===== src/rtl/fetch_unit_pkg.sv =====
// Shared types for the fetch stage: fetch FSM states, default widths
// and the sequencer phase encoding.
package fetch_unit_pkg;

   localparam int FETCH_ADDR_W = 16;
   localparam int FETCH_INST_W = 16;

   typedef enum logic {
      IDLE = 1'b0,
      WAIT = 1'b1
   } fetch_state_t;

   typedef enum logic [2:0] {
      PH_IF = 3'd1,
      PH_DE = 3'd2,
      PH_RF = 3'd3,
      PH_EX = 3'd4,
      PH_WB = 3'd5
   } seq_phase_t;

endpackage


===== src/rtl/fetch_unit.sv =====
// Instruction fetch unit: one outstanding request, redirect capture.
// Optional fetch abort on memory timeout: define FETCH_TIMEOUT_EN.
module fetch_unit
   import fetch_unit_pkg::*;
#(
   parameter int                ADDR_W      = FETCH_ADDR_W,
   parameter int                INST_W      = FETCH_INST_W,
   parameter logic [ADDR_W-1:0] RESET_PC    = '0,
   parameter int                TIMEOUT_CYC = 255
) (
   input  logic              m_clock,
   input  logic              p_reset_n,
   input  logic              start,
   input  logic              fetch_go,
   input  logic              br_taken,
   input  logic [ADDR_W-1:0] br_target,
   output logic              imem_req,
   output logic [ADDR_W-1:0] imem_addr,
   input  logic              imem_ack,
   input  logic [INST_W-1:0] imem_rdata,
   output logic [INST_W-1:0] inst,
   output logic              inst_valid,
   output logic [ADDR_W-1:0] pc,
   output logic              busy,
   output logic              fault
);

   fetch_state_t      r_state;
   logic [ADDR_W-1:0] r_pc;
   logic [ADDR_W-1:0] r_addr;
   logic              r_req;
   logic [INST_W-1:0] r_inst;
   logic              r_valid;
   logic              r_pend_v;
   logic [ADDR_W-1:0] r_pend_a;

   logic [ADDR_W-1:0] w_go_addr;
   logic              w_redir_v;
   logic [ADDR_W-1:0] w_redir_a;

   // A redirect arriving on the ack cycle wins over an older pending one.
   assign w_go_addr = br_taken ? br_target : r_pc;
   assign w_redir_v = br_taken | r_pend_v;
   assign w_redir_a = br_taken ? br_target : r_pend_a;

`ifdef FETCH_TIMEOUT_EN
   localparam logic [7:0] TMO_LAST = 8'(TIMEOUT_CYC - 1);
   logic [7:0] r_tmo;
   logic       r_fault;
   assign fault = r_fault;
`else
   assign fault = 1'b0;
`endif

   always_ff @(posedge m_clock or negedge p_reset_n) begin
      if (!p_reset_n) begin
         r_state  <= IDLE;
         r_pc     <= RESET_PC;
         r_addr   <= '0;
         r_req    <= 1'b0;
         r_inst   <= '0;
         r_valid  <= 1'b0;
         r_pend_v <= 1'b0;
         r_pend_a <= '0;
`ifdef FETCH_TIMEOUT_EN
         r_tmo    <= '0;
         r_fault  <= 1'b0;
`endif
      end else if (start) begin
         r_state  <= IDLE;
         r_pc     <= RESET_PC;
         r_req    <= 1'b0;
         r_valid  <= 1'b0;
         r_pend_v <= 1'b0;
`ifdef FETCH_TIMEOUT_EN
         r_tmo    <= '0;
         r_fault  <= 1'b0;
`endif
      end else begin
         r_valid <= 1'b0;
         unique case (r_state)
            IDLE: begin
               if (fetch_go) begin
                  r_state <= WAIT;
                  r_req   <= 1'b1;
                  r_addr  <= w_go_addr;
                  r_pc    <= w_go_addr;
`ifdef FETCH_TIMEOUT_EN
                  r_tmo   <= '0;
`endif
               end else if (br_taken) begin
                  r_pc <= br_target;
               end
               if (br_taken) r_pend_v <= 1'b0;
            end
            WAIT: begin
               if (imem_ack) begin
                  r_state  <= IDLE;
                  r_req    <= 1'b0;
                  r_inst   <= imem_rdata;
                  r_valid  <= 1'b1;
                  r_pend_v <= 1'b0;
                  r_pc     <= w_redir_v ? w_redir_a
                                        : r_pc + ADDR_W'(1);
               end else begin
                  if (br_taken) begin
                     r_pend_v <= 1'b1;
                     r_pend_a <= br_target;
                  end
`ifdef FETCH_TIMEOUT_EN
                  if (r_tmo == TMO_LAST) begin
                     r_state <= IDLE;
                     r_req   <= 1'b0;
                     r_fault <= 1'b1;
                     r_tmo   <= '0;
                  end else begin
                     r_tmo <= r_tmo + 8'd1;
                  end
`endif
               end
            end
         endcase
      end
   end

   assign imem_req   = r_req;
   assign imem_addr  = r_addr;
   assign inst       = r_inst;
   assign inst_valid = r_valid;
   assign pc         = r_pc;
   assign busy       = (r_state == WAIT);

endmodule


===== config.mk =====
export PLATFORM = sky130hd
export DESIGN_NAME = fetch_unit
export DESIGN_NICKNAME = d
export VERILOG_FILES = /design/src/rtl/fetch_unit_pkg.sv /design/src/rtl/fetch_unit.sv
export SDC_FILE = /design/constraint.sdc
export NUM_CORES = 1
export LEC_CHECK = 0
export ABC_AREA = 0
export BUFFER_PORTS_ARGS = -buffer_cell sky130_fd_sc_hd__buf_2
export CAP_MARGIN = 20
export CELL_PAD_IN_SITES_DETAIL_PLACEMENT = 0
export CELL_PAD_IN_SITES_GLOBAL_PLACEMENT = 1
export CORE_ASPECT_RATIO = 1.1
export CORE_MARGIN = 5
export CORE_UTILIZATION = 40
export DETAILED_ROUTE_END_ITERATION = 8
export PLACE_DENSITY_LB_ADDON = 0.12
export SKIP_CTS_REPAIR_TIMING = 1
export SLEW_MARGIN = 20
export SYNTH_ARGS = -nofsm -noshare
export SYNTH_HDL_FRONTEND = slang
export SYNTH_SLANG_ARGS = --single-unit

===== constraint.sdc =====
create_clock -name m_clock -period 1.9 [get_ports m_clock]
set_input_delay 0 -clock m_clock [delete_from_list [all_inputs] [get_ports m_clock]]
set_output_delay 0 -clock m_clock [all_outputs]
set_load 0.005 [all_outputs]

==> impl_metrics.env <==
export IMPL_outcome="finished with violations"
export IMPL_violations="hold timing"
export IMPL_wl_met3_um=604
export IMPL_grt_pass1_vias=3142
export IMPL_row_count=36
export IMPL_p_per_area_nw_per_um2=872
export IMPL_period_share_pct=90.1
export IMPL_synth_edf_count=0
export IMPL_grt_ovfl_total=0
export IMPL_slew_headroom_pct=61.4
export IMPL_path_cells="buf_12 -> nor3b_2 -> buf_4 -> nor2_1 -> a21oi_1"
export IMPL_timing_fmax_mhz=584
export IMPL_place_congestion=0.851
export IMPL_fin_nets=537
export IMPL_power_internal_mw=2.92
export IMPL_holdCritPathClass="input pin to flip-flop"
export IMPL_hold_depth=3
export IMPL_pin_count=90
export IMPL_worst_slack_ps=189
export IMPL_clock_sinks=68
export IMPL_dp_hpwl_mm=7.31
export IMPL_layout_commonest_cell="buf_2"
export IMPL_cts_root_buf="clkbuf_8"
export IMPL_dr_max_layer_used="met4"
export IMPL_numCtsBuffers=9
export IMPL_power_switching_mw=1.20
export IMPL_period_needed_ps=1710
export IMPL_wl_met1_mm=4.75
export IMPL_dpl_instance_area_um2=4220
export IMPL_areaGrowthSynthToFinish_pct=31.6
export IMPL_synth_cell_types=54
export IMPL_cp_required_ps=2160
export IMPL_start_util_pct=40.7
export IMPL_die_area_um2=11000
export IMPL_finalSetupTns_ps=0
export IMPL_track_usage_pct=19.1
export IMPL_pre_cts_ws_ps=201
export IMPL_cts_tree="yes"
export IMPL_cts_path_max_buffers=2
export IMPL_path_class="flip-flop to flip-flop"
export IMPL_pwr_share_comb_pct=23.7
export IMPL_finalHoldWorstSlack_ps=-39.3
export IMPL_synth_flop_cell="dfrtp_1"
export IMPL_async_flop_share_pct=100
export IMPL_multi_input_area_um2=1710
export IMPL_grt_first_pass_wirelength_mm=16.4
export IMPL_seq_area_um2=1700
export IMPL_slowest_delay_ps=460
export IMPL_layout_drive_gt1_share_pct=30.7
export IMPL_yosysSeqAreaShare_pct=47.4
export IMPL_fillers=852
export IMPL_insertion_delay_ps=340
export IMPL_postRouteAntennaNets=0
export IMPL_design_core_area_um2=8830
export IMPL_slowest_stage="dfrtp_1"
export IMPL_grt_max_degree=47
export IMPL_syn_nets=411
export IMPL_ir_worst_vdd_v=0.000402
export IMPL_skew_ps=7.10
export IMPL_hold_viol=1
export IMPL_drv_cap=0
export IMPL_route_met2_wl_mm=4.93
export IMPL_drt_wl_total_mm=10.4
export IMPL_synth_seq_cells=68
export IMPL_mostFrequentLayoutCells="buf_2, nand2_1, dfrtp_1, dlygate4sd3_1, nor2_1"
export IMPL_antenna_found_initial=0
export IMPL_htreeDepth=3
export IMPL_viasPerCell=5.37
export IMPL_diodes=0
export IMPL_r2r_cells=5
export IMPL_die_w_um=100
export IMPL_stdcell_area_um2=4730
export IMPL_vias=3303
export IMPL_drtPass1Iterations=4
export IMPL_clockPowerShare_pct=29.1
export IMPL_r2r_slack_ps=190
export IMPL_worstSetupEndpointType="flip-flop"
export IMPL_crit_path_start_kind="flip-flop"
export IMPL_crit_fanout=19
export IMPL_die_h_um=109
export IMPL_drt_iter0_drc=146
export IMPL_rsz0062_at_grt="no"
export IMPL_worst_slew_pin_slew_ps=579
export IMPL_finalMaxSlewViolations=0
export IMPL_total_power_mw=4.12
export IMPL_setup_violations=0
export IMPL_postSynthCellCount=372
export IMPL_arrival_ps=1970
export IMPL_p_seq_share_pct=47.1
export IMPL_wl_per_cell_um=17.0
export IMPL_clkTransAtPathRegs_ps=70
export IMPL_switching_share_pct=29.2
export IMPL_p_leak_nw=2.25
export IMPL_synth_avg_cell_area_um2=9.65
export IMPL_numPortBuffers=88
export IMPL_synth_cell_area_um2=3590
export IMPL_remaining_drc_errors=0
export IMPL_synth_warnings=0
[synth_stat cells (4+ instances only)]
master    instances  area [um2]
buf_2            13        65.1
o22ai_1           8        50.1
buf_4             4        30.0
nor4_1            4        25.0
a21oi_1          27         135
clkbuf_1          6        22.5
dfrtp_1          68        1700
a22oi_1           4        30.0
nand4_1           5        31.3
a221oi_1          4        35.0
nor3_1            4        20.0
nand3_1           6        30.0
o211ai_1          4        30.0
nor2_1           29         109
nor2b_1           5        31.3
mux2i_1          15         150
mux2_2            9         101
inv_1             7        26.3
a221o_1           4        40.0
o21ai_0          12        60.1
mux2_4           10         150
a31oi_1           5        31.3
nand2_1          72         270
[final cells by class]
cell class,count,share of cell area [%]
repair buffers,142,20.1
flip-flops and latches,68,36.0
multi-input cells,268,36.1
well taps,114,3.02
inverters,9,0.715
clock inverters,2,0.741
clock buffers,12,3.28
[routing by layer]
metal / track usage [%] / vias to the layer above
met4: 7.31 / 0
met1: 25.4 / 1605
met3: 4.31 / 11
met5: 0 / -
met2: 30.4 / 109
li1: - / 1578
[per-stage QoR]
stage | utilization (%) | cells
after floorplan | - | 372
after global placement | 47.7 | 569
after detailed placement | 47.7 | 569
after CTS | 49.9 | 583
after global routing | 53.5 | 615
final | 53.5 | 615
[power groups by stage]
stage	Clock (mW)	Combinational [mW]	Sequential [mW]
4_1_cts	1.23	0.945	1.94
5_1_grt	1.29	1.09	1.98
3_5_place_dp	0	0.945	1.96
2_1_floorplan	0	0.518	1.94
3_3_place_gp	0	0.925	1.96
6_report	1.20	0.978	1.94
[critical path, delay by kind of cell (launching register included)]
kind,cells,cell delay [ps]
buffers and inverters,2,520
AND/OR/NAND/NOR,2,520
flip-flops,1,460
AO/OA/AOI/OAI,1,120
[sequential cells by signal (all words and copies together), names as in the netlist]
signal,cells
imem_req,1
inst,16
imem_addr,16
inst_valid,1
pc,16
r_pend_a,16
r_pend_v,1
busy,1
[cells by family after synthesis]
kind of cell	Yosys count	share of synthesized area, %
DFF	68	47.4
AOI/OAI and AO/OA	85	15.5
adders and majority gates	1	0.348
muxes	34	11.2
other	1	0.104
and+or+nand+nor	146	20.0
buffers and inverters	36	5.23
xor gates and xnor gates	1	0.244
[worst paths after layout]
path | endpoint | startpoint
max in group asynchronous | pc[13]$_DFFE_PN0N_ | p_reset_n
worst min register to register | inst[3]$_DFFE_PN0P_ | inst[3]$_DFFE_PN0P_
worst max register to register | imem_addr[0]$_DFFE_PN0P_ | busy$_DFF_PN0_
min in group asynchronous | imem_addr[8]$_DFFE_PN0P_ | p_reset_n
worst max-delay path | imem_addr[0]$_DFFE_PN0P_ | busy$_DFF_PN0_
worst min-delay path | imem_req$_DFFE_PN0P_ | fetch_go
(Power assumes the default switching activity.)
